$ cat config.mk
export PLATFORM = sky130hd
export DESIGN_NAME = output_drain_fifo
export DESIGN_NICKNAME = d
export VERILOG_FILES = /design/src/rtl/output_drain_fifo.sv
export SDC_FILE = /design/constraint.sdc
export NUM_CORES = 1
export LEC_CHECK = 0
export ABC_AREA = 1
export BUFFER_PORTS_ARGS = -buffer_cell sky130_fd_sc_hd__buf_2
export CAP_MARGIN = 30
export CORE_MARGIN = 10
export CORE_UTILIZATION = 58
export DETAILED_ROUTE_END_ITERATION = 8
export PLACE_DENSITY = 0.8
export SYNTH_ARGS = -nofsm -noshare
export SYNTH_HDL_FRONTEND = slang
export SYNTH_SLANG_ARGS = --single-unit
$ cat constraint.sdc
create_clock -name clk -period 9.5 [get_ports clk]
set_input_delay 0.95 -clock clk [delete_from_list [all_inputs] [get_ports clk]]
set_output_delay 0.95 -clock clk [all_outputs]
set_load 0.03 [all_outputs]
$ cat src/rtl/output_drain_fifo.sv
// Output drain FIFO: captures finished output pixels from the convolution
// controller and hands them to the consumer over valid/ready, with a sticky
// drop flag and an end-of-feature-map pulse.
module output_drain_fifo #(
    parameter int ACC_WIDTH          = 32,
    parameter int COORD_WIDTH        = 32,
    parameter int DEPTH              = 4,
    parameter int FEATURE_MAP_WIDTH  = 1024,
    parameter int FEATURE_MAP_HEIGHT = 1024,
    parameter int OUTPUT_NB_CHANNELS = 64
) (
    input  logic                     clk,
    input  logic                     arst_n_in,
    input  logic                     clear,
    input  logic                     in_valid,
    input  logic [ACC_WIDTH-1:0]     in_data,
    input  logic [COORD_WIDTH-1:0]   in_x,
    input  logic [COORD_WIDTH-1:0]   in_y,
    input  logic [COORD_WIDTH-1:0]   in_ch,
    output logic                     out_valid,
    input  logic                     out_ready,
    output logic [ACC_WIDTH-1:0]     out_data,
    output logic [COORD_WIDTH-1:0]   out_x,
    output logic [COORD_WIDTH-1:0]   out_y,
    output logic [COORD_WIDTH-1:0]   out_ch,
    output logic [$clog2(DEPTH):0]   count,
    output logic                     full,
    output logic                     empty,
    output logic                     overflow,
    output logic                     all_sent
);

    localparam int PTR_W   = $clog2(DEPTH);
    localparam int CNT_W   = PTR_W + 1;
    localparam int ENTRY_W = ACC_WIDTH + 3 * COORD_WIDTH;
    localparam logic [31:0] TOTAL =
        32'(FEATURE_MAP_WIDTH * FEATURE_MAP_HEIGHT * OUTPUT_NB_CHANNELS);

    // Each entry is stored as {data, x, y, ch}, forwarded bit-exact.
    logic [ENTRY_W-1:0] mem [DEPTH];
    logic [PTR_W-1:0]   wr_ptr;
    logic [PTR_W-1:0]   rd_ptr;
    logic [CNT_W-1:0]   cnt;
    logic [31:0]        drain_cnt;
    logic               ovf;
    logic               push;
    logic               pop;
    logic               drop;
    logic [ENTRY_W-1:0] head;

    // Status flags, handshake decode and head-entry presentation.
    always_comb begin
        empty     = (cnt == '0);
        full      = (cnt == CNT_W'(DEPTH));
        out_valid = !empty;
        pop       = out_valid && out_ready;
        push      = in_valid && (!full || pop);
        drop      = in_valid && full && !pop;
        head      = empty ? '0 : mem[rd_ptr];
        out_data  = head[ENTRY_W-1 -: ACC_WIDTH];
        out_x     = head[3*COORD_WIDTH-1 -: COORD_WIDTH];
        out_y     = head[2*COORD_WIDTH-1 -: COORD_WIDTH];
        out_ch    = head[COORD_WIDTH-1:0];
        all_sent  = pop && !clear && (drain_cnt == TOTAL - 32'd1);
        count     = cnt;
        overflow  = ovf;
    end

    // Entry storage: written at the tail on an accepted push (no reset needed,
    // contents are only visible through the occupancy count).
    always_ff @(posedge clk) begin
        if (push && !clear) begin
            mem[wr_ptr] <= {in_data, in_x, in_y, in_ch};
        end
    end

    // Pointers and occupancy; clear wins over any same-cycle push/pop.
    always_ff @(posedge clk or negedge arst_n_in) begin
        if (!arst_n_in) begin
            wr_ptr <= '0;
            rd_ptr <= '0;
            cnt    <= '0;
        end else if (clear) begin
            wr_ptr <= '0;
            rd_ptr <= '0;
            cnt    <= '0;
        end else begin
            if (push) begin
                wr_ptr <= wr_ptr + PTR_W'(1);
            end
            if (pop) begin
                rd_ptr <= rd_ptr + PTR_W'(1);
            end
            if (push && !pop) begin
                cnt <= cnt + CNT_W'(1);
            end else if (pop && !push) begin
                cnt <= cnt - CNT_W'(1);
            end
        end
    end

    // Sticky drop flag: set when a result arrives with no room for it.
    always_ff @(posedge clk or negedge arst_n_in) begin
        if (!arst_n_in) begin
            ovf <= 1'b0;
        end else if (clear) begin
            ovf <= 1'b0;
        end else if (drop) begin
            ovf <= 1'b1;
        end
    end

    // Drain counter: counts pops and wraps after the last result of the map so
    // consecutive maps need no clear in between.
    always_ff @(posedge clk or negedge arst_n_in) begin
        if (!arst_n_in) begin
            drain_cnt <= '0;
        end else if (clear) begin
            drain_cnt <= '0;
        end else if (pop) begin
            if (drain_cnt == TOTAL - 32'd1) begin
                drain_cnt <= '0;
            end else begin
                drain_cnt <= drain_cnt + 32'd1;
            end
        end
    end

endmodule

==> reports/metrics.yaml <==
status:
  outcome: "finished, final reports clean"
placed_design:
  io_buffers: 268
  place_hpwl_um: 31500
  gp_congestion: 0.891
  dpl_worst_slack_ps: 5440
sta:
  min_period_ps: 4780
  worst_pin_slew_ps: 966
  fin_ws_ps: 4720
  slew_headroom: 0.355
  period_share: 0.503
  hold_ws_ps: 196
  rsz0062_at_grt: "false"
  slew_viol_final: 0
  max_freq_mhz: 209
  tns_ps: 0
  skew_ps: 29.1
  report.final.setup_viol: 0
  hold_violations: 0
die:
  rows: 71
  io_pins: 269
  die_h_um: 217
  start_util: 0.591
  die_x_um: 217
  core-area_um2: 37900
  die-area_um2: 46900
clocking:
  cts_buffers: 53
  cts_tree: "built"
  cts_resized: 0
  cts_hold_buf: 0
  clk_latency_ps: 610
  post_cts_buffers: 0
  clock_path_buffers: 3
  cts.sinks: 552
  clk_pin_slew_ps: 60
  cts.htree.levels: 2
  root_buffer: "clkbuf_16"
worst_setup_path:
  max_stage_delay_ps: 750
  r2r_slack_ps: 6260
  timing.rr.start: "count[2]"
  worstPathRequired_ps: 8550
  arrival_ps: 3830
  critPathTopFamily: "buffers and inverters"
  worst-path-buf-inv: 4
  crit_slowest_cell: "dfrtp_4"
  cp_max_fo: 120
  cp-end-kind: "output port"
  start_kind: "register"
  reg2reg_to: "mem[2][78]"
  worst_r2r_path_depth: 8
  critical_path_class: "reg -> out"
  path_cells: "inv_6 -> buf_4 -> buf_16 -> o21ai_0 -> a21oi_1 -> buf_2"
global_route:
  top_usage_layer: "met2"
  grt_remaining_overflow: 0
  track_usage: 0.220
  use_met3: 0.0475
  grt_start_max_net_pins: 121
  use_met2: 0.367
  grt_pass1_wl_um: 82100
  antenna_found_initial: 13
  grt_pass1_vias: 15011
  grt_use_met1: 0.282
hold_path:
  hold_class: "in -> async"
yosys:
  yosysTopAreaCellShare: 0.685
  synth_top_area_cell: "edfxtp_1"
  synth_warnings: 0
  ys_seq_area_frac: 0.730
  synthesis.area_um2: 22400
  synthCells: 1894
  avgSynthCellArea_um2: 11.8
  yosys-top-cells-area: "edfxtp_1 (69%), nor2_1 (9.4%), o21ai_0 (5.9%)"
  synth_cell_type_count: 31
  syn_nets: 2033
  synth_seq_cells: 552
routing:
  vias: 15284
  wirelength_um: 53200
  route.detailed.drc: 0
  via_per_inst: 5.67
  drt.antenna.violating_nets: 0
  drt_iter0_drc: 1562
  wl_per_cell_um: 19.8
  drt-pass1-iter-count: 5
power_and_ir_drop:
  power.density_nw_per_um2: 263
  power_leakage_nw: 9.42
  ir_worst_vdd_mv: 0.197
  power_w: 0.00680
final_layout:
  area_growth_pct: 15.4
  fill_cells: 2610
  drive_gt1_frac: 0.191
  nets: 2273
job:
  drv_cap: 0
logic make-up after synthesis:
| kind of cell | share of synthesized area |
|---|---|
| compound gates | 0.0974 |
| xor+xnor | 0.00586 |
| fa+ha+maj | 0.00368 |
| buf+inv | 0.0292 |
| flops | 0.730 |
| simple gates | 0.134 |
worst max-delay path by stage:
| stage | start | to | slack [ps] | cells past startpoint |
|---|---|---|---|---|
| floorplan | out_ready | mem[0][0] | 2250 | 6 |
| global placement | rd_ptr[0] | out_x[17] | 5240 | 5 |
| detailed placement | rd_ptr[0] | out_x[17] | 5440 | 6 |
| CTS | rd_ptr[0] | out_x[17] | 4790 | 6 |
| global route | rd_ptr[0] | out_x[26] | 4560 | 6 |
| finish | rd_ptr[0] | out_x[20] | 4720 | 6 |
sequential cells by signal (all words and copies together) (netlist names):
signal / cells
mem: 512
drain_cnt: 32
count: 3
rd_ptr: 2
wr_ptr: 2
overflow: 1
cell usage in the layout, fill, tap and decap left out, types with 2 or more instances in the layout:
cell type  Yosys  layout
xnor2_1        9       9
dfrtp_4        0       2
nor2_2         6       6
inv_4          0       2
nand3_1       26      26
ha_1           5       5
nand2_1      134     134
edfxtp_1     512     512
buf_12         2       2
clkinv_2       0      11
nor2_4         4       8
clkinv_1       0      13
nand2_4        2       2
nand4_1       10      10
a21oi_1      131     131
nand2_2        5       5
buf_16         0       2
inv_1         38      36
xor2_1         6       6
nor2_1       560     556
diode_2        0      10
inv_2          5       4
o21ai_2       20      20
buf_2         36     268
o21ai_0      265     265
inv_6          0       2
bufinv_16      0       4
clkbuf_16      0      53
o21ai_1        4       4
dfrtp_1       40      38
clkbuf_1      58      10
buf_4          0      18
area by class of cell:
class | count | area, µm² | area share
inverters | 43 | 171 | 0.00662
repair buffers | 290 | 1570 | 0.0607
multi-input cells | 1194 | 5430 | 0.210
clock buffers | 64 | 1380 | 0.0532
clock inverters | 31 | 283 | 0.0109
well taps | 511 | 639 | 0.0247
diodes | 10 | 25.0 | 0.000967
flip-flops and latches | 552 | 16400 | 0.633
synthesized netlist by cell type, drive strengths merged:
cell	instances
a21oi	131
buf	47
clkbuf	58
dfrtp	40
edfxtp	512
fa	1
ha	5
inv	43
nand2	141
nand3	27
nand4	11
nor2	571
nor3	2
o21ai	289
o21bai	1
xnor2	9
xor2	6
per-layer routing:
| metal | up-vias | wire length [µm] |
|---|---|---|
| met5 | - | 82 |
| met4 | 12 | 1160 |
| met3 | 103 | 4260 |
| met2 | 630 | 26300 |
| met1 | 7439 | 21400 |
| li1 | 7100 | - |
through the flow:
stage / util / area, µm² / std cells
CTS: 0.681 / 25800 / 2684
detailed placement: 0.637 / 24200 / 2589
floorplan: - / 22400 / 1894
global placement: 0.635 / 24100 / 2586
finish: 0.682 / 25900 / 2695
global route: 0.682 / 25900 / 2691
power breakdown:
group	internal [W]	switching, W
registers	0.00277	0.0000634
clock network	0.00114	0.000868
logic	0.000478	0.00149
worst register-to-register path: cells and delay by family (launching register included):
family                 cells  cell delay (ps)
buffers and inverters      3             1090
AND/OR/NAND/NOR            5             1290
flip-flops                 1              410
Note: power is estimated with default switching activity, not from simulation.
